**src/rtl/arith_pkg.sv**
```systemverilog
// Shared opcode/state types for the sequential ALU.
// ARITH_SAT_EN (consumers) switches ADD/SUB/MUL to unsigned saturation.
package arith_pkg;

  typedef enum logic [3:0] {
    OP_ADD = 4'd0,
    OP_SUB = 4'd1,
    OP_AND = 4'd2,
    OP_OR  = 4'd3,
    OP_XOR = 4'd4,
    OP_FLP = 4'd5,
    OP_SHL = 4'd6,
    OP_SHR = 4'd7,
    OP_MUL = 4'd8,
    OP_EQL = 4'd9
  } op_e;

  typedef enum logic [1:0] {
    S_IDLE = 2'd0,
    S_EXEC = 2'd1,
    S_DONE = 2'd2
  } state_e;

  function automatic logic is_iter(op_e o);
    return (o == OP_SHL) || (o == OP_SHR) || (o == OP_MUL);
  endfunction

endpackage

```
**src/rtl/arith_iter.sv**
```systemverilog
// Iterative shift / shift-add multiply datapath: one step per cycle, `last` flags the final step.
// No backpressure of its own; the FSM drives start/step. ARITH_SAT_EN clamps MUL overflow.
module arith_iter
  import arith_pkg::*;
#(
  parameter int WIDTH   = 8,
  parameter int SHAMT_W = $clog2(WIDTH)
) (
  input  logic               clk,
  input  logic               reset,
  input  logic               start,
  input  logic               step,
  input  op_e                mode,
  input  logic [WIDTH-1:0]   a,
  input  logic [WIDTH-1:0]   b,
  input  logic [SHAMT_W-1:0] shamt,
  output logic [WIDTH-1:0]   res_nxt,
  output logic               carry_nxt,
  output logic               last
);

  localparam int CNT_W = SHAMT_W + 1;

  logic [2*WIDTH-1:0] p_q, p_d, p_step;
  logic [WIDTH-1:0]   mcand_q, mcand_d;
  logic [CNT_W-1:0]   cnt_q, cnt_d;
  op_e                mode_q, mode_d;
  logic [WIDTH:0]     sum;
  logic               c_step;

  // Multiply keeps {partial product, remaining multiplier} in p; shifts use its low half.
  always_comb begin
    sum    = {1'b0, p_q[2*WIDTH-1:WIDTH]} + {1'b0, mcand_q};
    p_step = p_q;
    c_step = 1'b0;
    case (mode_q)
      OP_SHL: begin
        p_step = {{WIDTH{1'b0}}, p_q[WIDTH-2:0], 1'b0};
        c_step = p_q[WIDTH-1];
      end
      OP_SHR: begin
        p_step = {{(WIDTH+1){1'b0}}, p_q[WIDTH-1:1]};
        c_step = p_q[0];
      end
      OP_MUL: begin
        p_step = p_q[0] ? {sum, p_q[WIDTH-1:1]} : {1'b0, p_q[2*WIDTH-1:1]};
        c_step = |p_step[2*WIDTH-1:WIDTH];
      end
      default: ;
    endcase
  end

  always_comb begin
    p_d     = p_q;
    mcand_d = mcand_q;
    cnt_d   = cnt_q;
    mode_d  = mode_q;
    if (start) begin
      mode_d  = mode;
      mcand_d = a;
      p_d     = {{WIDTH{1'b0}}, (mode == OP_MUL) ? b : a};
      cnt_d   = (mode == OP_MUL) ? CNT_W'(WIDTH) : {1'b0, shamt};
    end else if (step && (cnt_q != '0)) begin
      p_d   = p_step;
      cnt_d = cnt_q - CNT_W'(1);
    end
  end

  always_comb begin
    res_nxt = p_step[WIDTH-1:0];
`ifdef ARITH_SAT_EN
    if ((mode_q == OP_MUL) && c_step) res_nxt = '1;
`endif
  end

  assign carry_nxt = c_step;
  assign last      = (cnt_q == CNT_W'(1));

  always_ff @(posedge clk or posedge reset) begin
    if (reset) begin
      p_q     <= '0;
      mcand_q <= '0;
      cnt_q   <= '0;
      mode_q  <= OP_ADD;
    end else begin
      p_q     <= p_d;
      mcand_q <= mcand_d;
      cnt_q   <= cnt_d;
      mode_q  <= mode_d;
    end
  end

endmodule

```
**src/rtl/arith_unit_seq.sv**
```systemverilog
// Multi-cycle ALU: 1 cycle for simple ops, shamt/WIDTH EXEC cycles for shifts/MUL; result held until out_ready.
// in_ready only in IDLE (no acceptance while busy or holding a result). ARITH_SAT_EN enables saturation.
module arith_unit_seq
  import arith_pkg::*;
#(
  parameter int WIDTH = 8
) (
  input  logic             clk,
  input  logic             reset,
  input  logic             in_valid,
  output logic             in_ready,
  input  logic [3:0]       op,
  input  logic [WIDTH-1:0] x,
  input  logic [WIDTH-1:0] y,
  output logic             out_valid,
  input  logic             out_ready,
  output logic [WIDTH-1:0] res,
  output logic             f_carry,
  output logic             f_zero,
  output logic             f_neg,
  output logic             f_eq,
  output logic             err
);

  localparam int SHAMT_W = $clog2(WIDTH);

  op_e              op_in;
  state_e           state_q, state_d;
  logic [WIDTH-1:0] res_q, res_d;
  logic             carry_q, carry_d, zero_q, zero_d, neg_q, neg_d;
  logic             eq_q, eq_d, err_q, err_d;
  logic             go_exec, accept;
  logic [WIDTH:0]   sum_add, sum_sub;
  logic [WIDTH-1:0] alu_res, it_res;
  logic             alu_c, alu_err, it_start, it_step, it_last, it_carry;

  assign op_in   = op_e'(op);
  // A zero-length shift is just a copy, so it takes the single-cycle path.
  assign go_exec = is_iter(op_in) &&
                   !(((op_in == OP_SHL) || (op_in == OP_SHR)) && (y[SHAMT_W-1:0] == '0));
  assign accept  = (state_q == S_IDLE) && in_valid;

  always_comb begin
    sum_add = {1'b0, x} + {1'b0, y};
    sum_sub = {1'b0, x} + {1'b0, ~y} + {{WIDTH{1'b0}}, 1'b1};
    alu_res = '0;
    alu_c   = 1'b0;
    alu_err = 1'b0;
    case (op_in)
      OP_ADD: begin
        alu_res = sum_add[WIDTH-1:0];
        alu_c   = sum_add[WIDTH];
`ifdef ARITH_SAT_EN
        if (alu_c) alu_res = '1;
`endif
      end
      OP_SUB: begin
        alu_res = sum_sub[WIDTH-1:0];
        alu_c   = sum_sub[WIDTH];
`ifdef ARITH_SAT_EN
        if (!alu_c) alu_res = '0;
`endif
      end
      OP_AND:         alu_res = x & y;
      OP_OR:          alu_res = x | y;
      OP_XOR:         alu_res = x ^ y;
      OP_FLP:         alu_res = ~x;
      OP_SHL, OP_SHR: alu_res = x;
      OP_MUL:         alu_res = '0;
      OP_EQL:         alu_res = {{(WIDTH-1){1'b0}}, (x == y)};
      default:        alu_err = 1'b1;
    endcase
  end

  always_ff @(posedge clk or posedge reset) begin
    if (reset) state_q <= S_IDLE;
    else       state_q <= state_d;
  end

  always_comb begin
    state_d = state_q;
    case (state_q)
      S_IDLE:  if (in_valid) state_d = go_exec ? S_EXEC : S_DONE;
      S_EXEC:  if (it_last) state_d = S_DONE;
      S_DONE:  if (out_ready) state_d = S_IDLE;
      default: state_d = S_IDLE;
    endcase
  end

  always_comb begin
    in_ready  = (state_q == S_IDLE);
    out_valid = (state_q == S_DONE);
    it_start  = accept && go_exec;
    it_step   = (state_q == S_EXEC);
  end

  always_comb begin
    res_d   = res_q;
    carry_d = carry_q;
    zero_d  = zero_q;
    neg_d   = neg_q;
    eq_d    = eq_q;
    err_d   = err_q;
    if (accept && !go_exec) begin
      res_d   = alu_res;
      carry_d = alu_c;
      err_d   = alu_err;
      eq_d    = !alu_err && (x == y);
      zero_d  = !alu_err && (alu_res == '0);
      neg_d   = alu_res[WIDTH-1];
    end else if (accept) begin
      eq_d  = (x == y);
      err_d = 1'b0;
    end else if (it_step && it_last) begin
      res_d   = it_res;
      carry_d = it_carry;
      zero_d  = (it_res == '0);
      neg_d   = it_res[WIDTH-1];
    end
  end

  always_ff @(posedge clk or posedge reset) begin
    if (reset) begin
      res_q   <= '0;
      carry_q <= 1'b0;
      zero_q  <= 1'b0;
      neg_q   <= 1'b0;
      eq_q    <= 1'b0;
      err_q   <= 1'b0;
    end else begin
      res_q   <= res_d;
      carry_q <= carry_d;
      zero_q  <= zero_d;
      neg_q   <= neg_d;
      eq_q    <= eq_d;
      err_q   <= err_d;
    end
  end

  arith_iter #(.WIDTH(WIDTH), .SHAMT_W(SHAMT_W)) u_iter (
    .clk       (clk),
    .reset     (reset),
    .start     (it_start),
    .step      (it_step),
    .mode      (op_in),
    .a         (x),
    .b         (y),
    .shamt     (y[SHAMT_W-1:0]),
    .res_nxt   (it_res),
    .carry_nxt (it_carry),
    .last      (it_last)
  );

  assign res     = res_q;
  assign f_carry = carry_q;
  assign f_zero  = zero_q;
  assign f_neg   = neg_q;
  assign f_eq    = eq_q;
  assign err     = err_q;

endmodule

```
**config.mk**
```make
export PLATFORM = sky130hd
export DESIGN_NAME = arith_unit_seq
export DESIGN_NICKNAME = d
export VERILOG_FILES = /design/src/rtl/arith_pkg.sv /design/src/rtl/arith_iter.sv /design/src/rtl/arith_unit_seq.sv
export SDC_FILE = /design/constraint.sdc
export NUM_CORES = 1
export LEC_CHECK = 0
export CAP_MARGIN = 25
export CORE_AREA = 3 3 122 124
export CTS_CLUSTER_DIAMETER = 30
export DETAILED_ROUTE_END_ITERATION = 10
export DIE_AREA = 0 0 125 127
export GPL_TIMING_DRIVEN = 1
export SKIP_CTS_REPAIR_TIMING = 1
export SYNTH_ARGS = -nofsm -noshare
export SYNTH_HDL_FRONTEND = slang
export SYNTH_HIERARCHICAL = 1
export SYNTH_SLANG_ARGS = --single-unit
```
**constraint.sdc**
```tcl
create_clock -name clk -period 2.38 [get_ports clk]
set_input_delay 0.595 -clock clk [delete_from_list [all_inputs] [get_ports clk]]
set_output_delay 0.595 -clock clk [all_outputs]
set_load 0.01 [all_outputs]
```
==> flow_summary.html, run 1 <==
<table>
<tr><th>Metric</th><th>Value</th></tr>
<tr><th colspan="2">Synthesis</th></tr>
<tr><td>Sequential share of the synthesized area</td><td>28.0%</td></tr>
<tr><td>Number of enable-type register cells in the synthesized netlist</td><td>0</td></tr>
<tr><td>Net count of the mapped netlist</td><td>533</td></tr>
<tr><td>Count of state elements after synthesis</td><td>46</td></tr>
<tr><td>Prevailing post-synth register cell</td><td>sky130_fd_sc_hd__dfrtp_1</td></tr>
<tr><td>Post-synthesis async set-or-reset flop share</td><td>100%</td></tr>
<tr><td>Avg Cell Area, Syn</td><td>8.71 µm²</td></tr>
<tr><td>Summed instance area of the synthesized netlist</td><td>4110 µm²</td></tr>
<tr><td>Most area-hungry cell type in the Yosys netlist</td><td>sky130_fd_sc_hd__dfrtp_1</td></tr>
<tr><td>Most area-consuming cells after synthesis</td><td>sky130_fd_sc_hd__dfrtp_1 (28%), sky130_fd_sc_hd__ha_1 (10%), sky130_fd_sc_hd__mux2i_1 (4.9%), sky130_fd_sc_hd__nand2_1 (3.8%), sky130_fd_sc_hd__o21ai_0 (3.5%)</td></tr>
<tr><td>Area share of the leading cell type in the synthesized netlist</td><td>28.0%</td></tr>
<tr><td>Library cells used by synthesis</td><td>76</td></tr>
<tr><td>Count of mapped cells out of synthesis</td><td>472</td></tr>
<tr><td>Total of warnings raised by yosys</td><td>6</td></tr>
<tr><th colspan="2">STA</th></tr>
<tr><td>Worst hold margin</td><td>485 ps</td></tr>
<tr><td>Achievable clock frequency</td><td>400 MHz</td></tr>
<tr><td>Post-route clock period utilization</td><td>105%</td></tr>
<tr><td>Clock skew</td><td>5.63 ps</td></tr>
<tr><td>Setup slack of the critical path after layout</td><td>-118 ps</td></tr>
<tr><td>Final min period</td><td>2500 ps</td></tr>
<tr><td>Final Slew Violations</td><td>0</td></tr>
<tr><td>Final count of hold timing violations</td><td>0</td></tr>
<tr><td>Unrepaired setup endpoints after global routing</td><td>yes</td></tr>
<tr><td>Relative slew slack</td><td>60.6%</td></tr>
<tr><td>Total negative slack for setup checks</td><td>-230 ps</td></tr>
<tr><td>Transition time at the pin with the least slew margin</td><td>589 ps</td></tr>
<tr><td># setup viols final</td><td>2</td></tr>
<tr><th colspan="2">Power</th></tr>
<tr><td>Reported net switching power</td><td>2.05 mW</td></tr>
<tr><td>Clock network power share</td><td>13.0%</td></tr>
<tr><td>Peak supply drop</td><td>0.000307 V</td></tr>
<tr><td>Proportion of power drawn by combinational gates</td><td>58.8%</td></tr>
<tr><td>Sequential group share of total power</td><td>28.2%</td></tr>
<tr><td>Net switching share of the total power</td><td>40.7%</td></tr>
<tr><td>PwrDens</td><td>814 nW/µm²</td></tr>
<tr><td>Static leakage</td><td>2.79 nW</td></tr>
<tr><td>Cell internal power dissipation</td><td>2.99 mW</td></tr>
<tr><th colspan="2">Routing</th></tr>
<tr><td>DR vias</td><td>4179</td></tr>
<tr><td>Average routed wire per standard cell</td><td>17.1 µm</td></tr>
<tr><td>DR pass1 iterations</td><td>5</td></tr>
<tr><td>Antenna viol nets, final</td><td>0</td></tr>
<tr><td>Number of DRC violations after detailed routing</td><td>0</td></tr>
<tr><td>Average vias per placed instance</td><td>5.22</td></tr>
<tr><td>Violation count after the first detailed-route iteration</td><td>419</td></tr>
<tr><td>Final WL</td><td>13700 µm</td></tr>
<tr><th colspan="2">Finish</th></tr>
<tr><td>Layout fillers</td><td>1344</td></tr>
<tr><td>Final core utilization</td><td>44.5%</td></tr>
<tr><td>Layout Nets</td><td>681</td></tr>
<tr><td>Proportion of layout cells with a drive suffix above 1</td><td>37.7%</td></tr>
<tr><td>Fin cells</td><td>800</td></tr>
<tr><td>Synthesis-to-layout area growth</td><td>50.4%</td></tr>
<tr><td>Antenna Cells</td><td>0</td></tr>
<tr><th colspan="2">Global routing</th></tr>
<tr><td>Aggregate global-route resource usage</td><td>16.2%</td></tr>
<tr><td>Pin count of the biggest net entering global routing</td><td>33</td></tr>
<tr><td>Number of antenna violations at the first check in global routing</td><td>0</td></tr>
<tr><td>Number of global-route vias before repair</td><td>4011</td></tr>
<tr><td>Congestion Overflow GR</td><td>0</td></tr>
<tr><td>First-pass GRT wire length</td><td>21200 µm</td></tr>
<tr><th colspan="2">Outcome</th></tr>
<tr><td>Violations in the final reports</td><td>negative setup slack</td></tr>
<tr><td>Outcome</td><td>finished with violations</td></tr>
<tr><th colspan="2">Die</th></tr>
<tr><td>I/O Pins</td><td>39</td></tr>
<tr><td># rows</td><td>43</td></tr>
<tr><td>Effective utilization at floorplan</td><td>29.6%</td></tr>
<tr><td>Standard cell core area</td><td>13900 µm²</td></tr>
<tr><td>Die span in x</td><td>125 µm</td></tr>
<tr><td>Total die area</td><td>15900 µm²</td></tr>
<tr><td>DIE HEIGHT</td><td>127 µm</td></tr>
<tr><th colspan="2">Clock tree</th></tr>
<tr><td>Clock insertion delay at the later pin of the skew report</td><td>280 ps</td></tr>
<tr><td>CTS buffer count</td><td>5</td></tr>
<tr><td>Clock root buffer</td><td>sky130_fd_sc_hd__clkbuf_16</td></tr>
<tr><td>Clock transition at the registers of the reported paths</td><td>60 ps</td></tr>
<tr><td>Max clock buf depth</td><td>2</td></tr>
<tr><td>Deepest level of the CTS H-tree</td><td>2</td></tr>
<tr><td>Number of clock sinks</td><td>46</td></tr>
<tr><td>Clock tree from TritonCTS</td><td>yes</td></tr>
<tr><th colspan="2">Critical path</th></tr>
<tr><td>Worst Setup Path Type</td><td>input port to flop</td></tr>
<tr><td>Beginning of the worst register-to-register path</td><td>u_iter/mcand_q[0]$_DFFE_PP0P_</td></tr>
<tr><td>Critical path's largest stage delay</td><td>420 ps</td></tr>
<tr><td>Crit-path max FO</td><td>5</td></tr>
<tr><td>Worst setup slack for register-to-register paths</td><td>-110 ps</td></tr>
<tr><td>Series of cell instances along the critical path</td><td>dlymetal6s2s_1 &gt; buf_6 &gt; ha_2 &gt; nor2b_4 &gt; or3_4 &gt; o2bb2ai_4 &gt; a2111oi_4 &gt; nor2_2 &gt; nor4b_4 &gt; a32o_1</td></tr>
<tr><td>Crit path capture type</td><td>flop</td></tr>
<tr><td>Required time at the endpoint of the critical path</td><td>2600 ps</td></tr>
<tr><td>Arrival time of data at the critical path endpoint</td><td>2720 ps</td></tr>
<tr><td>Kind of launch point of the worst setup path</td><td>input port</td></tr>
<tr><td>Reg2Reg Depth</td><td>11</td></tr>
<tr><td>Slowest CP cell</td><td>sky130_fd_sc_hd__or3_4</td></tr>
<tr><td>Endpoint of the worst register-to-register path</td><td>f_carry$_DFFE_PP0P_</td></tr>
<tr><th colspan="2">Min path</th></tr>
<tr><td>Hold-critical path depth</td><td>2</td></tr>
<tr><td>Hold_sp</td><td>f_eq$_DFFE_PP0P_</td></tr>
<tr><td>Hold EP</td><td>f_eq$_DFFE_PP0P_</td></tr>
<tr><td>Path category of the worst min-delay check</td><td>flop to flop</td></tr>
<tr><th colspan="2">Place</th></tr>
<tr><td>Routability Congestion</td><td>0.947</td></tr>
<tr><td>I/O Buffers</td><td>38</td></tr>
<tr><td>Number of cells in the design after placement</td><td>779</td></tr>
<tr><td>Setup slack after placement</td><td>-954 ps</td></tr>
<tr><td>Detailed placement HPWL</td><td>10700 µm</td></tr>
<tr><th colspan="2">Flow run</th></tr>
<tr><td>Max-cap violation count</td><td>0</td></tr>
</table>
synthesized netlist by cell type, drive strengths merged (5+ instances only):
cell    instances
a211oi          5
a21o            6
a21oi          25
a22o            5
a22oi          13
and2            5
buf            10
clkbuf         13
dfrtp          46
ha             34
inv            37
mux2           12
mux2i          20
nand2          43
nand2b          6
nand3           9
nor2           34
nor2b           7
nor4            7
o21ai          33
o21bai          5
o22ai          12
xnor2           7
xor2            5
critical path, delay by kind of cell:
kind | cells | cell delay, ps
adders and majority gates | 1 | 170
and+or+nand+nor | 4 | 930
AOI/OAI and AO/OA | 3 | 740
buffers and inverters | 2 | 270
registers in the layout, indices dropped and copies added, names as in the netlist:
| name | cells |
|---|---|
| err | 1 |
| f_carry | 1 |
| f_eq | 1 |
| f_zero | 1 |
| res | 8 |
| state_q | 2 |
| u_iter/cnt_q | 4 |
| u_iter/mcand_q | 8 |
| u_iter/mode_q | 4 |
| u_iter/p_q | 16 |
per-stage QoR:
| stage | area (µm²) | total power [mW] |
|---|---|---|
| floorplan | 4110 | 2.91 |
| global placement | 5460 | 3.90 |
| detailed placement | 5460 | 3.98 |
| CTS | 5590 | 4.66 |
| global route | 6180 | 5.39 |
| finish | 6180 | 5.03 |
how the worst max path moves through the flow:
stage | cells after the start | startpoint | end | slack (ps)
after floorplan | 10 | y[3] | f_zero$_DFFE_PP0P_ | -60
after global placement | 12 | y[1] | f_zero$_DFFE_PP0P_ | -960
after detailed placement | 11 | x[3] | f_zero$_DFFE_PP0P_ | -950
after CTS | 11 | x[3] | f_zero$_DFFE_PP0P_ | -670
after global routing | 11 | u_iter/mcand_q[0]$_DFFE_PP0P_ | f_carry$_DFFE_PP0P_ | -220
final | 10 | x[2] | f_zero$_DFFE_PP0P_ | -120
power groups by stage:
| stage | combinational [mW] | sequential [mW] | clock [mW] |
|---|---|---|---|
| 3_5_place_dp | 2.57 | 1.41 | 0 |
| 5_1_grt | 3.23 | 1.46 | 0.704 |
| 6_report | 2.96 | 1.42 | 0.654 |
| 2_1_floorplan | 1.54 | 1.37 | 0 |
| 3_3_place_gp | 2.51 | 1.39 | 0 |
| 4_1_cts | 2.59 | 1.40 | 0.672 |
final cells by class:
class | count | area (µm²) | area share [%]
clock buffer | 7 | 133 | 2.14
tap | 180 | 225 | 3.64
sequential | 46 | 1150 | 18.6
multi-input combinational | 364 | 3150 | 50.9
timing repair buffer | 164 | 1380 | 22.3
inverter | 39 | 149 | 2.41
cells by family (layout without fill, tap and decap cells):
| kind of cell | Yosys count | count (layout) | share of synthesized area [%] |
|---|---|---|---|
| buffers and inverters | 62 | 210 | 6.48 |
| flip-flops | 46 | 46 | 28.0 |
| AND/OR/NAND/NOR | 138 | 138 | 18.2 |
| adder cells (fa/ha/maj) | 37 | 37 | 11.8 |
| XOR/XNOR | 12 | 12 | 2.56 |
| multiplexers | 33 | 33 | 8.80 |
| AO/OA/AOI/OAI | 144 | 144 | 24.2 |
metal layers:
metal / track usage (%) / wire length (µm) / vias up
met3: 2.63 / 576 / 22
li1: - / - / 2006
met1: 22.5 / 6320 / 2038
met4: 4.66 / 318 / 0
met5: 0 / 0 / -
met2: 26.1 / 6490 / 113
placed cells by master (no fill, tap or decap), types with 4 or more instances in the layout:
cell type                         synthesis  final
sky130_fd_sc_hd__nor2b_1                  5      5
sky130_fd_sc_hd__nor2_1                  33     28
sky130_fd_sc_hd__o22ai_1                 12     12
sky130_fd_sc_hd__xor2_1                   5      4
sky130_fd_sc_hd__dlymetal6s2s_1           0      9
sky130_fd_sc_hd__a21o_1                   6      6
sky130_fd_sc_hd__xnor2_1                  7      7
sky130_fd_sc_hd__inv_2                    1      6
sky130_fd_sc_hd__o21ai_0                 29     27
sky130_fd_sc_hd__a22o_1                   4      4
sky130_fd_sc_hd__nor4_1                   7      5
sky130_fd_sc_hd__and2_1                   5      5
sky130_fd_sc_hd__clkdlybuf4s50_1          0     23
sky130_fd_sc_hd__ha_4                     0      9
sky130_fd_sc_hd__buf_6                    1      7
sky130_fd_sc_hd__dfrtp_1                 46     45
sky130_fd_sc_hd__a22oi_1                 13     12
sky130_fd_sc_hd__a21oi_2                  0      7
sky130_fd_sc_hd__ha_2                     0      7
sky130_fd_sc_hd__clkbuf_16                0      5
sky130_fd_sc_hd__inv_1                   36     30
sky130_fd_sc_hd__ha_1                    34     18
sky130_fd_sc_hd__a21oi_1                 25     17
sky130_fd_sc_hd__nand3_1                  9      9
sky130_fd_sc_hd__mux2_2                  11     11
sky130_fd_sc_hd__buf_4                    6    118
sky130_fd_sc_hd__mux2i_1                 20     20
sky130_fd_sc_hd__nand2_1                 42     41
sky130_fd_sc_hd__nand2b_1                 6      6
Power figures use the tool's default switching activity.
==> inputs of run 2 (changes only) <==
--- a/config.mk
+++ b/config.mk
@@ -6,11 +6,12 @@
 export NUM_CORES = 1
 export LEC_CHECK = 0
 export CAP_MARGIN = 25
-export CORE_AREA = 3 3 122 124
+export CORE_AREA = 3 3 97 99
 export CTS_CLUSTER_DIAMETER = 30
 export DETAILED_ROUTE_END_ITERATION = 10
-export DIE_AREA = 0 0 125 127
+export DIE_AREA = 0 0 100 102
 export GPL_TIMING_DRIVEN = 1
+export PLACE_DENSITY = 0.68
 export SKIP_CTS_REPAIR_TIMING = 1
 export SYNTH_ARGS = -nofsm -noshare
 export SYNTH_HDL_FRONTEND = slang
==> constraint.sdc (replaced) <==
create_clock -name clk -period 2.38 [get_ports clk]
set_input_delay 0.595 -clock clk [delete_from_list [all_inputs] [get_ports clk]]
set_output_delay 0.595 -clock clk [all_outputs]
set_load 0.05 [all_outputs]
==> flow_summary.html, run 2 (same netlist as run 1, synthesis figures left out) <==
<table>
<tr><th>Metric</th><th>Value</th></tr>
<tr><th colspan="2">Outcome</th></tr>
<tr><td>Outcome</td><td>finished with violations (unchanged)</td></tr>
<tr><td>Violations in the final reports</td><td>negative setup slack (unchanged)</td></tr>
<tr><th colspan="2">Routing</th></tr>
<tr><td>Number of DRC violations after detailed routing</td><td>0 (unchanged)</td></tr>
<tr><td>Average vias per placed instance</td><td>5.91 (was 5.22)</td></tr>
<tr><td>DR pass1 iterations</td><td>5 (unchanged)</td></tr>
<tr><td>Violation count after the first detailed-route iteration</td><td>190 (was 419)</td></tr>
<tr><td>Antenna viol nets, final</td><td>0 (unchanged)</td></tr>
<tr><td>Average routed wire per standard cell</td><td>18.2 µm (was 17.1 µm)</td></tr>
<tr><td>Final WL</td><td>13000 µm (was 13700 µm)</td></tr>
<tr><td>DR vias</td><td>4221 (was 4179)</td></tr>
<tr><th colspan="2">Die</th></tr>
<tr><td>Total die area</td><td>10200 µm² (was 15900 µm²)</td></tr>
<tr><td>DIE HEIGHT</td><td>102 µm (was 127 µm)</td></tr>
<tr><td># rows</td><td>34 (was 43)</td></tr>
<tr><td>Effective utilization at floorplan</td><td>47.6% (was 29.6%)</td></tr>
<tr><td>Die span in x</td><td>100 µm (was 125 µm)</td></tr>
<tr><td>Standard cell core area</td><td>8640 µm² (was 13900 µm²)</td></tr>
<tr><td>I/O Pins</td><td>39 (unchanged)</td></tr>
<tr><th colspan="2">Power</th></tr>
<tr><td>Peak supply drop</td><td>0.000376 V (was 0.000307 V)</td></tr>
<tr><td>PwrDens</td><td>855 nW/µm² (was 814 nW/µm²)</td></tr>
<tr><td>Static leakage</td><td>2.73 nW (was 2.79 nW)</td></tr>
<tr><th colspan="2">Clock tree</th></tr>
<tr><td>Clock root buffer</td><td>sky130_fd_sc_hd__clkbuf_8 (was sky130_fd_sc_hd__clkbuf_16)</td></tr>
<tr><td>Deepest level of the CTS H-tree</td><td>2 (unchanged)</td></tr>
<tr><td>Number of clock sinks</td><td>46 (unchanged)</td></tr>
<tr><td>Clock tree from TritonCTS</td><td>yes (unchanged)</td></tr>
<tr><td>CTS buffer count</td><td>5 (unchanged)</td></tr>
<tr><td>Clock insertion delay at the later pin of the skew report</td><td>300 ps (was 280 ps)</td></tr>
<tr><td>Max clock buf depth</td><td>2 (unchanged)</td></tr>
<tr><td>Clock transition at the registers of the reported paths</td><td>80 ps (was 60 ps)</td></tr>
<tr><th colspan="2">Finish</th></tr>
<tr><td>Synthesis-to-layout area growth</td><td>44.0% (was 50.4%)</td></tr>
<tr><td>Layout Nets</td><td>666 (was 681)</td></tr>
<tr><td>Antenna Cells</td><td>0 (unchanged)</td></tr>
<tr><td>Register bank with the most flops</td><td>u_iter/p_q (unchanged)</td></tr>
<tr><td>Most common cell after layout, fill and taps aside</td><td>sky130_fd_sc_hd__buf_4 (unchanged)</td></tr>
<tr><td>Proportion of layout cells with a drive suffix above 1</td><td>35.6% (was 37.7%)</td></tr>
<tr><td>Most frequent cells in the layout</td><td>sky130_fd_sc_hd__buf_4 (103), sky130_fd_sc_hd__dfrtp_1 (46), sky130_fd_sc_hd__nand2_1 (41) (was sky130_fd_sc_hd__buf_4 (118), sky130_fd_sc_hd__dfrtp_1 (45), sky130_fd_sc_hd__nand2_1 (41))</td></tr>
<tr><td>Number of flip-flops in the largest register</td><td>16 (unchanged)</td></tr>
<tr><th colspan="2">Critical path</th></tr>
<tr><td>Endpoint of the worst register-to-register path</td><td>f_carry$_DFFE_PP0P_ (unchanged)</td></tr>
<tr><td>Required time at the endpoint of the critical path</td><td>2560 ps (was 2600 ps)</td></tr>
<tr><td>Crit path capture type</td><td>flop (unchanged)</td></tr>
<tr><td>Crit-path max FO</td><td>4 (was 5)</td></tr>
<tr><td>Worst Setup Path Type</td><td>input port to flop (unchanged)</td></tr>
<tr><td>Arrival time of data at the critical path endpoint</td><td>2640 ps (was 2720 ps)</td></tr>
<tr><td>Beginning of the worst register-to-register path</td><td>u_iter/p_q[9]$_DFFE_PP0P_ (was u_iter/mcand_q[0]$_DFFE_PP0P_)</td></tr>
<tr><td>Reg2Reg Depth</td><td>9 (was 11)</td></tr>
<tr><td>Kind of launch point of the worst setup path</td><td>input port (unchanged)</td></tr>
<tr><td>Worst setup slack for register-to-register paths</td><td>-60 ps (was -110 ps)</td></tr>
<tr><th colspan="2">Global routing</th></tr>
<tr><td>Congestion Overflow GR</td><td>0 (unchanged)</td></tr>
<tr><td>Number of global-route vias before repair</td><td>4020 (was 4011)</td></tr>
<tr><td>First-pass GRT wire length</td><td>19700 µm (was 21200 µm)</td></tr>
<tr><td>Pin count of the biggest net entering global routing</td><td>33 (unchanged)</td></tr>
<tr><td>Number of antenna violations at the first check in global routing</td><td>0 (unchanged)</td></tr>
<tr><td>Aggregate global-route resource usage</td><td>24.0% (was 16.2%)</td></tr>
<tr><th colspan="2">Place</th></tr>
<tr><td>I/O Buffers</td><td>38 (unchanged)</td></tr>
<tr><td>Routability Congestion</td><td>0.917 (was 0.947)</td></tr>
<tr><td>Detailed placement HPWL</td><td>9710 µm (was 10700 µm)</td></tr>
<tr><th colspan="2">Min path</th></tr>
<tr><td>Hold_sp</td><td>err$_DFFE_PP0P_ (was f_eq$_DFFE_PP0P_)</td></tr>
<tr><td>Hold EP</td><td>err$_DFFE_PP0P_ (was f_eq$_DFFE_PP0P_)</td></tr>
<tr><td>Hold-critical path depth</td><td>2 (unchanged)</td></tr>
<tr><td>Path category of the worst min-delay check</td><td>flop to flop (unchanged)</td></tr>
<tr><th colspan="2">STA</th></tr>
<tr><td>Clock skew</td><td>8.72 ps (was 5.63 ps)</td></tr>
<tr><td>Final Slew Violations</td><td>0 (unchanged)</td></tr>
<tr><td>Transition time at the pin with the least slew margin</td><td>622 ps (was 589 ps)</td></tr>
<tr><td># setup viols final</td><td>2 (unchanged)</td></tr>
<tr><td>Achievable clock frequency</td><td>407 MHz (was 400 MHz)</td></tr>
<tr><td>Final count of hold timing violations</td><td>0 (unchanged)</td></tr>
<tr><td>Relative slew slack</td><td>58.4% (was 60.6%)</td></tr>
<tr><td>Post-route clock period utilization</td><td>103% (was 105%)</td></tr>
<tr><td>Unrepaired setup endpoints after global routing</td><td>yes (unchanged)</td></tr>
<tr><td>Final min period</td><td>2460 ps (was 2500 ps)</td></tr>
<tr><td>Setup slack of the critical path after layout</td><td>-78.0 ps (was -118 ps)</td></tr>
<tr><td>Worst hold margin</td><td>499 ps (was 485 ps)</td></tr>
<tr><td>Total negative slack for setup checks</td><td>-138 ps (was -230 ps)</td></tr>
<tr><th colspan="2">Flow run</th></tr>
<tr><td>Max-cap violation count</td><td>0 (unchanged)</td></tr>
</table>
==> run 2: cell count changes in the layout (fill, tap and decap cells not counted), sizes merged <==
| cell | change |
|---|---|
| inv | +1 |
| dlymetal6s2s | +3 |
| bufinv | +1 |
| buf | -18 |
| clkinv | -1 |
==> run 2: critical path, cell delays in order <==
cell and delay, ps:
sky130_fd_sc_hd__clkdlybuf4s50_1 440, sky130_fd_sc_hd__or3_4 430, sky130_fd_sc_hd__buf_4 170, sky130_fd_sc_hd__nand2b_1 180, sky130_fd_sc_hd__o221ai_1 240, sky130_fd_sc_hd__a22oi_2 140
sky130_fd_sc_hd__nand4_1 150, sky130_fd_sc_hd__nor4b_2 60, sky130_fd_sc_hd__a32o_1 240
==> run 2: final cells by class <==
class | instances | area, µm²
Clock buffer | 7 | 76.3
Clock inverter | 1 | 30.0
Fill cell | 668 | 2720
Inverter | 39 | 149
Multi-Input combinational cell | 364 | 3110
Sequential cell | 46 | 1150
Tap cell | 108 | 135
Timing Repair Buffer | 149 | 1260
==> run 2: report_power, final <==
group          total (mW)  internal, mW  switching (mW)  leakage [nW]
sequential           1.39          1.10           0.287         0.577
combinational        3.09          1.34            1.75          2.10
clock               0.579         0.315           0.265        0.0524
==> run 2: metal layers <==
metal  global-route usage (%)  routed length (µm)  up-vias
li1                         -                   -     1989
met1                     31.3                5460     2033
met2                     40.2                6330      159
met3                     3.69                 704       40
met4                     9.53                 473        0
met5                        0                   0        -
==> run 2: worst max-delay path by stage <==
stage / from / end / slack [ps]
after detailed placement: x[0] / f_zero$_DFFE_PP0P_ / -870
after CTS: x[0] / f_zero$_DFFE_PP0P_ / -560
after global placement: x[0] / f_zero$_DFFE_PP0P_ / -830
final: op[1] / f_zero$_DFFE_PP0P_ / -80
after floorplan: y[3] / f_zero$_DFFE_PP0P_ / -50
after global routing: u_iter/mcand_q[0]$_DFFE_PP0P_ / f_carry$_DFFE_PP0P_ / -210
==> run 2: per-stage QoR <==
stage	setup WS [ps]	cells	power [mW]	area [µm²]	util, %
6_report	-78.0	714	5.06	5920	68.5
4_1_cts	-559	711	4.81	5440	63.0
5_1_grt	-210	714	5.40	5920	68.5
3_5_place_dp	-865	703	4.23	5330	61.7
3_3_place_gp	-832	703	4.14	5330	61.7
2_1_floorplan	-46.9	472	3.24	4130	-
==> inputs of run 3 (changes only) <==
--- a/config.mk
+++ b/config.mk
@@ -6,12 +6,12 @@
 export NUM_CORES = 1
 export LEC_CHECK = 0
 export CAP_MARGIN = 25
-export CORE_AREA = 3 3 97 99
-export CTS_CLUSTER_DIAMETER = 30
+export CORE_AREA = 3 3 113 115
+export CTS_CLUSTER_DIAMETER = 100
 export DETAILED_ROUTE_END_ITERATION = 10
-export DIE_AREA = 0 0 100 102
+export DIE_AREA = 0 0 116 118
+export GPL_ROUTABILITY_DRIVEN = 1
 export GPL_TIMING_DRIVEN = 1
-export PLACE_DENSITY = 0.68
 export SKIP_CTS_REPAIR_TIMING = 1
 export SYNTH_ARGS = -nofsm -noshare
 export SYNTH_HDL_FRONTEND = slang
==> flow_summary.html, run 3 (same netlist as run 1, synthesis figures left out) <==
<table>
<tr><th>Metric</th><th>Value</th></tr>
<tr><th colspan="2">Min path</th></tr>
<tr><td>Hold_sp</td><td>f_eq$_DFFE_PP0P_ (was err$_DFFE_PP0P_)</td></tr>
<tr><td>Hold EP</td><td>f_eq$_DFFE_PP0P_ (was err$_DFFE_PP0P_)</td></tr>
<tr><td>Hold-critical path depth</td><td>2 (unchanged)</td></tr>
<tr><td>Path category of the worst min-delay check</td><td>flop to flop (unchanged)</td></tr>
<tr><th colspan="2">Place</th></tr>
<tr><td>Routability Congestion</td><td>1.01 (was 0.917)</td></tr>
<tr><td>Setup slack after placement</td><td>-960 ps (was -865 ps)</td></tr>
<tr><td>Number of cells in the design after placement</td><td>743 (was 703)</td></tr>
<tr><td>Detailed placement HPWL</td><td>10400 µm (was 9710 µm)</td></tr>
<tr><td>I/O Buffers</td><td>38 (unchanged)</td></tr>
<tr><th colspan="2">Critical path</th></tr>
<tr><td>Kind of cell adding the most delay to the critical path</td><td>simple AND/OR/NAND/NOR gates (unchanged)</td></tr>
<tr><td>Arrival time of data at the critical path endpoint</td><td>2700 ps (was 2640 ps)</td></tr>
<tr><td>Kind of launch point of the worst setup path</td><td>input port (unchanged)</td></tr>
<tr><td>Worst setup slack for register-to-register paths</td><td>30 ps (was -60 ps)</td></tr>
<tr><td>Endpoint of the worst register-to-register path</td><td>f_carry$_DFFE_PP0P_ (unchanged)</td></tr>
<tr><td>Required time at the endpoint of the critical path</td><td>2600 ps (was 2560 ps)</td></tr>
<tr><td>Series of cell instances along the critical path</td><td>dlymetal6s2s_1 &gt; inv_2 &gt; ha_4 &gt; nor2b_4 &gt; or3_4 &gt; o2bb2ai_4 &gt; a2111oi_4 &gt; nor2_2 &gt; nor4b_4 &gt; a32o_1 (was clkdlybuf4s50_1 &gt; or3_4 &gt; buf_4 &gt; nand2b_1 &gt; o221ai_1 &gt; a22oi_2 &gt; nand4_1 &gt; nor4b_2 &gt; a32o_1)</td></tr>
<tr><td>Worst Setup Path Type</td><td>input port to flop (unchanged)</td></tr>
<tr><td>Reg2Reg Depth</td><td>11 (was 9)</td></tr>
<tr><td>Beginning of the worst register-to-register path</td><td>u_iter/mcand_q[0]$_DFFE_PP0P_ (was u_iter/p_q[9]$_DFFE_PP0P_)</td></tr>
<tr><td>Critical path's largest stage delay</td><td>420 ps (was 440 ps)</td></tr>
<tr><td>Crit path buf inv count</td><td>2 (unchanged)</td></tr>
<tr><td>Crit path capture type</td><td>flop (unchanged)</td></tr>
<tr><td>WP depth</td><td>10 (was 9)</td></tr>
<tr><td>Slowest CP cell</td><td>sky130_fd_sc_hd__or3_4 (was sky130_fd_sc_hd__clkdlybuf4s50_1)</td></tr>
<tr><td>Crit-path max FO</td><td>6 (was 4)</td></tr>
<tr><th colspan="2">Finish</th></tr>
<tr><td>Register bank with the most flops</td><td>u_iter/p_q (unchanged)</td></tr>
<tr><td>Fin cells</td><td>761 (was 714)</td></tr>
<tr><td>Antenna Cells</td><td>0 (unchanged)</td></tr>
<tr><td>Number of flip-flops in the largest register</td><td>16 (unchanged)</td></tr>
<tr><td>Most frequent cells in the layout</td><td>sky130_fd_sc_hd__buf_4 (113), sky130_fd_sc_hd__dfrtp_1 (46), sky130_fd_sc_hd__nand2_1 (42) (was sky130_fd_sc_hd__buf_4 (103), sky130_fd_sc_hd__dfrtp_1 (46), sky130_fd_sc_hd__nand2_1 (41))</td></tr>
<tr><td>Most common cell after layout, fill and taps aside</td><td>sky130_fd_sc_hd__buf_4 (unchanged)</td></tr>
<tr><td>Synthesis-to-layout area growth</td><td>48.4% (was 44.0%)</td></tr>
<tr><td>Proportion of layout cells with a drive suffix above 1</td><td>37.5% (was 35.6%)</td></tr>
<tr><td>Layout Nets</td><td>674 (was 666)</td></tr>
<tr><th colspan="2">Routing</th></tr>
<tr><td>Average vias per placed instance</td><td>5.48 (was 5.91)</td></tr>
<tr><td>Violation count after the first detailed-route iteration</td><td>337 (was 190)</td></tr>
<tr><td>Antenna viol nets, final</td><td>0 (unchanged)</td></tr>
<tr><td>Final WL</td><td>13500 µm (was 13000 µm)</td></tr>
<tr><td>Average routed wire per standard cell</td><td>17.7 µm (was 18.2 µm)</td></tr>
<tr><td>DR vias</td><td>4168 (was 4221)</td></tr>
<tr><td>DR pass1 iterations</td><td>5 (unchanged)</td></tr>
<tr><td>Number of DRC violations after detailed routing</td><td>0 (unchanged)</td></tr>
<tr><th colspan="2">Global routing</th></tr>
<tr><td>Aggregate global-route resource usage</td><td>18.8% (was 24.0%)</td></tr>
<tr><td>First-pass GRT wire length</td><td>20700 µm (was 19700 µm)</td></tr>
<tr><td>Pin count of the biggest net entering global routing</td><td>33 (unchanged)</td></tr>
<tr><td>Congestion Overflow GR</td><td>0 (unchanged)</td></tr>
<tr><td>Number of antenna violations at the first check in global routing</td><td>0 (unchanged)</td></tr>
<tr><td>Number of global-route vias before repair</td><td>4022 (was 4020)</td></tr>
<tr><th colspan="2">STA</th></tr>
<tr><td>Clock skew</td><td>5.84 ps (was 8.72 ps)</td></tr>
<tr><td>Achievable clock frequency</td><td>404 MHz (was 407 MHz)</td></tr>
<tr><td>Unrepaired setup endpoints after global routing</td><td>yes (unchanged)</td></tr>
<tr><td>Transition time at the pin with the least slew margin</td><td>570 ps (was 622 ps)</td></tr>
<tr><td>Final Slew Violations</td><td>0 (unchanged)</td></tr>
<tr><td>Post-route clock period utilization</td><td>104% (was 103%)</td></tr>
<tr><td>Setup slack of the critical path after layout</td><td>-93.5 ps (was -78.0 ps)</td></tr>
<tr><td># setup viols final</td><td>3 (was 2)</td></tr>
<tr><td>Final min period</td><td>2470 ps (was 2460 ps)</td></tr>
<tr><td>Final count of hold timing violations</td><td>0 (unchanged)</td></tr>
<tr><td>Worst hold margin</td><td>488 ps (was 499 ps)</td></tr>
<tr><td>Relative slew slack</td><td>61.8% (was 58.4%)</td></tr>
<tr><th colspan="2">Flow run</th></tr>
<tr><td>Max-cap violation count</td><td>0 (unchanged)</td></tr>
<tr><th colspan="2">Power</th></tr>
<tr><td>PwrDens</td><td>864 nW/µm² (was 855 nW/µm²)</td></tr>
<tr><td>Peak supply drop</td><td>0.000368 V (was 0.000376 V)</td></tr>
<tr><td>Static leakage</td><td>2.78 nW (was 2.73 nW)</td></tr>
<tr><th colspan="2">Clock tree</th></tr>
<tr><td>Clock root buffer</td><td>sky130_fd_sc_hd__clkbuf_16 (was sky130_fd_sc_hd__clkbuf_8)</td></tr>
<tr><td>CTS buffer count</td><td>5 (unchanged)</td></tr>
<tr><td>Clock transition at the registers of the reported paths</td><td>60 ps (was 80 ps)</td></tr>
<tr><td>Number of clock sinks</td><td>46 (unchanged)</td></tr>
<tr><td>Deepest level of the CTS H-tree</td><td>2 (unchanged)</td></tr>
<tr><td>Clock insertion delay at the later pin of the skew report</td><td>290 ps (was 300 ps)</td></tr>
<tr><td>Clock tree from TritonCTS</td><td>yes (unchanged)</td></tr>
<tr><td>Max clock buf depth</td><td>2 (unchanged)</td></tr>
<tr><th colspan="2">Die</th></tr>
<tr><td># rows</td><td>40 (was 34)</td></tr>
<tr><td>DIE HEIGHT</td><td>118 µm (was 102 µm)</td></tr>
<tr><td>I/O Pins</td><td>39 (unchanged)</td></tr>
<tr><td>Total die area</td><td>13700 µm² (was 10200 µm²)</td></tr>
<tr><td>Effective utilization at floorplan</td><td>34.5% (was 47.6%)</td></tr>
<tr><td>Standard cell core area</td><td>11900 µm² (was 8640 µm²)</td></tr>
<tr><td>Die span in x</td><td>116 µm (was 100 µm)</td></tr>
<tr><th colspan="2">Outcome</th></tr>
<tr><td>Violations in the final reports</td><td>negative setup slack (unchanged)</td></tr>
<tr><td>Outcome</td><td>finished with violations (unchanged)</td></tr>
</table>
==> run 3: cell types whose count changed in the layout (fill, tap and decap cells not counted), moves of 3 or more <==
cell | previous run | this run
sky130_fd_sc_hd__inv_1 | 28 | 24
sky130_fd_sc_hd__clkbuf_8 | 5 | 0
sky130_fd_sc_hd__clkbuf_16 | 0 | 5
sky130_fd_sc_hd__ha_4 | 7 | 10
sky130_fd_sc_hd__inv_2 | 9 | 12
sky130_fd_sc_hd__buf_4 | 103 | 113
==> run 3: worst max path at each step <==
stage	from	to	slack, ps
after global routing	x[0]	f_zero$_DFFE_PP0P_	-180
after CTS	x[1]	f_zero$_DFFE_PP0P_	-660
after detailed placement	x[1]	f_zero$_DFFE_PP0P_	-960
after floorplan	y[3]	f_zero$_DFFE_PP0P_	-50
after global placement	x[1]	f_zero$_DFFE_PP0P_	-920
final	x[3]	f_zero$_DFFE_PP0P_	-90
==> run 3: cell type report <==
| class | count | area (µm²) |
|---|---|---|
| fill | 1107 | 5810 |
| multi-input combinational | 364 | 3120 |
| timing repair buffer | 157 | 1320 |
| sequential | 46 | 1150 |
| tap | 147 | 184 |
| inverter | 39 | 151 |
| clock buffer | 5 | 125 |
| clock inverter | 3 | 40.0 |
==> run 3: worst min-delay path: cells and delay by family, from the launching register on <==
| family | cells | cell delay, ps |
|---|---|---|
| AOI/OAI and AO/OA | 1 | 60 |
| DFF | 1 | 350 |
| and+or+nand+nor | 1 | 50 |
==> run 3: stage by stage <==
step	total power, mW	cell area [µm²]	utilization (%)	TNS, ps
2_1_floorplan	3.24	4130	-	-46.9
3_3_place_gp	4.14	5400	45.3	-19360
3_5_place_dp	4.21	5400	45.3	-19520
4_1_cts	5.03	5560	46.7	-7650
5_1_grt	5.62	6100	51.2	-562
6_report	5.27	6100	51.2	-165
==> run 3: metal layers <==
metal	share of wire, %	global-route usage [%]
met1	45	27.2
met2	48	29.8
met3	4.8	2.62
met4	1.9	4.13
met5	0	0
==> run 3: power by group <==
part	switching (mW)	internal, mW	leakage, nW	total (mW)
combinational	1.72	1.34	2.12	3.07
sequential	0.305	1.10	0.577	1.41
clock	0.301	0.492	0.0836	0.793
total	2.33	2.94	2.78	5.27
